<file path="config.mk">
export PLATFORM = sky130hd
export DESIGN_NAME = rv_sim_ctrl
export DESIGN_NICKNAME = d
export VERILOG_FILES = /design/src/rtl/rv_sim_pkg.sv /design/src/rtl/rv_rst_stagger.sv /design/src/rtl/rv_sim_ctrl.sv
export SDC_FILE = /design/constraint.sdc
export NUM_CORES = 1
export LEC_CHECK = 0
export ABC_AREA = 1
export CORE_UTILIZATION = 44
export DETAILED_ROUTE_END_ITERATION = 8
export GPL_ROUTABILITY_DRIVEN = 0
export GPL_TIMING_DRIVEN = 1
export HOLD_SLACK_MARGIN = 0.03
export PLACE_DENSITY = 0.95
export SYNTH_ARGS = -nofsm -noshare
export SYNTH_HDL_FRONTEND = slang
export SYNTH_SLANG_ARGS = --single-unit
</file>
<file path="constraint.sdc">
create_clock -name clk_i -period 2.95 [get_ports clk_i]
set_input_delay 0.7375 -clock clk_i [delete_from_list [all_inputs] [get_ports clk_i]]
set_output_delay 0.7375 -clock clk_i [all_outputs]
set_load 0.02 [all_outputs]
</file>
<file path="src/rtl/rv_sim_pkg.sv">
// Shared definitions for the simulation/bring-up controller.
//   sim_state_t      : controller phase (HOLD, RELEASE, RUN, DONE)
//   TOHOST_PASS      : tohost value that signals a passing test
//   DEF_TOHOST_ADDR  : default monitored store address
package rv_sim_pkg;

  typedef enum logic [1:0] {
    HOLD,
    RELEASE,
    RUN,
    DONE
  } sim_state_t;

  localparam int unsigned TOHOST_PASS     = 1;
  localparam logic [31:0] DEF_TOHOST_ADDR = 32'h0000_1000;

endpackage : rv_sim_pkg

</file>
<file path="src/rtl/rv_rst_stagger.sv">
// Per-domain reset sequencer.
// Holds every domain in reset for RST_CYCLES edges after rst deasserts, then
// releases domain k at edge RST_CYCLES + k*STAGGER.
//   clk        : system clock, rising edge
//   rst        : asynchronous active-high reset
//   halt       : forces every domain back into reset (level, sampled on clk)
//   core_rst_n : active-low per-domain resets (registered)
//   released   : high during the cycle whose edge releases the last domain
module rv_rst_stagger
  import rv_sim_pkg::*;
#(
  parameter int unsigned RST_CYCLES = 5,
  parameter int unsigned N_DOMAINS  = 2,
  parameter int unsigned STAGGER    = 2
) (
  input  logic                 clk,
  input  logic                 rst,
  input  logic                 halt,
  output logic [N_DOMAINS-1:0] core_rst_n,
  output logic                 released
);

  localparam int unsigned LAST = RST_CYCLES + (N_DOMAINS - 1) * STAGGER;
  localparam int unsigned CW   = $clog2(LAST + 1);

  // RUN here only means "sequence finished"; the counter then freezes.
  sim_state_t    phase;
  logic [CW-1:0] cnt;
  logic [CW-1:0] cnt_nx;

  assign cnt_nx   = cnt + 1'b1;
  // Strobe is combinational so the parent can enter RUN on the same edge.
  assign released = (phase != RUN) && (cnt_nx == CW'(LAST));

  always_ff @(posedge clk or posedge rst) begin
    if (rst) begin
      phase      <= HOLD;
      cnt        <= '0;
      core_rst_n <= '0;
    end else begin
      if (phase != RUN) begin
        cnt <= cnt_nx;
        for (int unsigned k = 0; k < N_DOMAINS; k++) begin
          if (cnt_nx == CW'(RST_CYCLES + k * STAGGER)) core_rst_n[k] <= 1'b1;
        end
        if (released)                        phase <= RUN;
        else if (cnt_nx == CW'(RST_CYCLES))  phase <= RELEASE;
      end
      if (halt) core_rst_n <= '0;
    end
  end

endmodule : rv_rst_stagger

</file>
<file path="src/rtl/rv_sim_ctrl.sv">
// Simulation/bring-up controller for the nano_rv32i SoC wrapper.
// Sequences per-domain core resets, watches the data-memory store bus for a
// tohost write, bounds the run with a cycle watchdog and reports the result.
//   clk_i, rst_i        : clock and asynchronous active-high reset
//   dmem_we_i/addr/wdata: core store bus being monitored
//   core_rst_n_o        : active-low per-domain core resets
//   running_o           : high while the test program runs
//   done_o/pass_o/fail_o/timeout_o : sticky result flags
//   exit_code_o         : tohost code (store data >> 1)
//   cycle_cnt_o         : cycles spent in RUN
module rv_sim_ctrl
  import rv_sim_pkg::*;
#(
  parameter int unsigned        RST_CYCLES     = 5,
  parameter int unsigned        N_DOMAINS      = 2,
  parameter int unsigned        STAGGER        = 2,
  parameter int unsigned        TIMEOUT_CYCLES = 50,
  parameter int unsigned        ADDR_W         = 32,
  parameter int unsigned        DATA_W         = 32,
  parameter logic [ADDR_W-1:0]  TOHOST_ADDR    = ADDR_W'(DEF_TOHOST_ADDR),
  parameter bit                 HALT_ON_DONE   = 1'b1,
  localparam int unsigned       CNT_W          = $clog2(TIMEOUT_CYCLES + 1)
) (
  input  logic                 clk_i,
  input  logic                 rst_i,
  input  logic                 dmem_we_i,
  input  logic [ADDR_W-1:0]    dmem_addr_i,
  input  logic [DATA_W-1:0]    dmem_wdata_i,
  output logic [N_DOMAINS-1:0] core_rst_n_o,
  output logic                 running_o,
  output logic                 done_o,
  output logic                 pass_o,
  output logic                 fail_o,
  output logic                 timeout_o,
  output logic [DATA_W-1:0]    exit_code_o,
  output logic [CNT_W-1:0]     cycle_cnt_o
);

  // Pre-RUN sequencing (HOLD/RELEASE) lives in rv_rst_stagger; this FSM
  // waits in HOLD until the last domain is released.
  sim_state_t       state;
  logic             released;
  logic             hit;
  logic             expire;
  logic             halt;
  logic [CNT_W-1:0] cnt_nx;

  assign cnt_nx = cycle_cnt_o + 1'b1;
  assign hit    = dmem_we_i && (dmem_addr_i == TOHOST_ADDR) && dmem_wdata_i[0];
  assign expire = (cnt_nx == CNT_W'(TIMEOUT_CYCLES));
  // Asserted on the DONE-entry edge too, so the cores stop on that edge.
  assign halt   = HALT_ON_DONE &&
                  ((state == DONE) || ((state == RUN) && (hit || expire)));

  rv_rst_stagger #(
    .RST_CYCLES (RST_CYCLES),
    .N_DOMAINS  (N_DOMAINS),
    .STAGGER    (STAGGER)
  ) u_rst_stagger (
    .clk        (clk_i),
    .rst        (rst_i),
    .halt       (halt),
    .core_rst_n (core_rst_n_o),
    .released   (released)
  );

  always_ff @(posedge clk_i or posedge rst_i) begin
    if (rst_i) begin
      state       <= HOLD;
      running_o   <= 1'b0;
      done_o      <= 1'b0;
      pass_o      <= 1'b0;
      fail_o      <= 1'b0;
      timeout_o   <= 1'b0;
      exit_code_o <= '0;
      cycle_cnt_o <= '0;
    end else begin
      case (state)
        HOLD: begin
          if (released) begin
            state     <= RUN;
            running_o <= 1'b1;
          end
        end
        RUN: begin
          cycle_cnt_o <= cnt_nx;
          if (hit) begin
            state       <= DONE;
            running_o   <= 1'b0;
            done_o      <= 1'b1;
            exit_code_o <= dmem_wdata_i >> 1;
            if (dmem_wdata_i == DATA_W'(TOHOST_PASS)) pass_o <= 1'b1;
            else                                      fail_o <= 1'b1;
          end else if (expire) begin
            state     <= DONE;
            running_o <= 1'b0;
            done_o    <= 1'b1;
            fail_o    <= 1'b1;
            timeout_o <= 1'b1;
          end
        end
        default: ;
      endcase
    end
  end

endmodule : rv_sim_ctrl
</file>
==> impl_metrics.ini <==
[outcome]
status = complete, no violations

[routing]
wire_per_inst_um = 12.3
ant_nets = 0
drt-initial-drc-count = 140
dr.pass1.iters = 4
drcViolationCount = 0
vias_per_cell = 4.70
via_count = 2290
wirelength_um = 6010

[synth]
synth_edf_count = 0
ys_async_sr_fraction_pct = 100
seq_area_frac_synth_pct = 52.6
yosysTopAreaCell = dfrtp_1
synthCells = 304
yosysWarnings = 0
syn_area_um2 = 2420
ys_ff_latch = 51
ys_top_cells_by_count = 105 x nand2_1, 51 x dfrtp_1, 46 x nor2_1, 37 x inv_1, 15 x nand3_1
syn_avg_cell_area_um2 = 7.98
yosysMostFrequentCell = nand2_1
synth_top_area_share_pct = 52.6
yosysUniqueCellTypes = 24
synth.area.top_cells = dfrtp_1 53%, nand2_1 16%, nor2_1 7.1%, inv_1 5.7%, nand3_1 3.1%
synth_fp_nets = 376
synth_top_flop_cell = dfrtp_1

[finish]
register_area_um2 = 1280
final_util_pct = 71.0
syn_to_final_growth_pct = 52.3
nNetsFinal = 488
multi_input_area_um2 = 942
fillerInstances = 413
layout-drive-gt1-share_pct = 4.08
n_antenna_cell = 0
final_cells = 487
final_area_um2 = 3690

[global_routing]
grt_pass1_wl_um = 10200
grt_pass1_vias = 2324
overflow = 0
track_usage_pct = 21.9
grt_max_degree = 28
grt_antenna_before_repair = 0

[timing]
setup_tns_ns = 0
fin_ws_ns = 0.747
final.setup_skew_ns = 0.0167
timing_hold_violations_final = 0
fin_crit_sh_pct = 74.7
setup_viol = 0
tightest_slew_ns = 0.540
period_needed_ns = 2.20
maxSlewViolCount = 0
rsz0062_at_grt = false
maxClockFrequency_mhz = 454
slew_headroom_pct = 63.9

[hold_path]
hold_depth = 2
hold_class = reg2reg

[critical_path]
worstSetupEndpointType = register
reg2reg_to = state[0]
regToRegSetupSlack_ns = 1.20
worstSetupPathType = in2reg
crit_path_end = exit_code_o[3]
cp_max_fo = 26
critPathArrivalTime_ns = 2.40
rr_worst_depth = 7
start_kind = input port
crit_start = dmem_addr_i[12]
rr_startpoint = state[0]
worstPathRequired_ns = 3.15

[placement]
pre_cts_slack_ns = 0.424
dp_cells = 479
hpwlAfterDp_um = 4760
placed_cell_area_um2 = 3580
io_buffer_count = 110

[floorplan]
die-area_um2 = 5810
core-area_um2 = 5200
ios = 112
dieHeight_um = 76.2
initial_core_util_pct = 46.6
die_x_um = 76.2
rows = 26

[clock_network]
cts-hold-fix-buffers = 0
cts_sinks = 51
cts_inserted_buffers = 5
post_cts_resize_count = 0
cts_root_buf = clkbuf_8
clk_pin_slew_ns = 0.09
clock_path_buffers = 2
post_cts_buffers = 0
cts-htree-levels = 2
clock_latency_ns = 0.31
cts_tree = built

[job]
timing.max_cap.violations = 0

[power]
power_density_nw_per_um2 = 358
irDropWorstVdd_mv = 0.344
p_leak_nw = 1.78
==> final cells by class <==
type	instances	share of cell area (%)
flip-flops and latches	51	34.6
repair buffers	112	30.6
multi-input cells	208	25.5
inverters	38	3.90
well taps	70	2.37
clock buffers	5	1.86
clock inverters	3	1.25
==> worst min path at each step <==
stage	startpoint	slack, ns	end
global placement	timeout_o	0.45	timeout_o
global route	timeout_o	0.51	timeout_o
finish	timeout_o	0.49	timeout_o
detailed placement	timeout_o	0.46	timeout_o
CTS	timeout_o	0.49	timeout_o
floorplan	state[0]	0.46	state[1]
==> critical path: stages <==
cell             delay [ns]
clkdlybuf4s50_1        0.45
inv_1                  0.04
nor2_1                 0.07
nand2_1                0.05
nor2_1                 0.12
nand2_1                0.11
nor2_4                 0.12
nand3_4                0.23
buf_4                  0.31
nand2_1                0.10
nand2_1                0.05
==> layer usage <==
layer	up-vias	share of wire [%]	track usage (%)
met4	0	1.9	8.27
met5	-	0	0
li1	1150	-	-
met1	1049	41	25.8
met3	13	5.5	5.15
met2	78	51	38.4
==> where the power goes <==
group | internal [mW] | leakage (nW) | switching [mW]
clock | 0.256 | 0.0548 | 0.240
combinational | 0.0861 | 1.07 | 0.0423
sequential | 0.698 | 0.655 | 0
total | 1.04 | 1.78 | 0.282
==> cell usage in the layout (no fill, tap or decap), types with 2 or more instances in the layout <==
cell type,instances
nand2_1,105
nor2_1,46
xor2_1,2
nand3_1,15
dfrtp_1,51
clkbuf_8,5
o21ai_0,7
inv_1,36
ha_1,5
and2_1,2
nand4_1,5
xnor2_1,2
o21ai_1,11
clkdlybuf4s50_1,110
==> sequential cells by signal, indices dropped and copies added (netlist names), 2 cells and up <==
register                  flops
cycle_cnt_o                   6
exit_code_o                  31
state                         2
u_rst_stagger.cnt             3
u_rst_stagger.core_rst_n      2
u_rst_stagger.phase           2
==> through the flow <==
stage	total power, mW	hold WS [ns]
finish	1.32	0.487
global route	1.37	0.512
CTS	1.33	0.485
detailed placement	0.842	0.464
global placement	0.840	0.452
floorplan	0.741	0.458
==> logic make-up after synthesis <==
kind of cell / synth area share [%]
XOR/XNOR: 1.45
other: 0.155
adder cells (fa/ha/maj): 2.58
AO/OA/AOI/OAI: 4.70
flip-flops: 52.6
AND/OR/NAND/NOR: 30.0
buffers and inverters: 8.51
No activity file was read; power rests on OpenSTA's default activity.
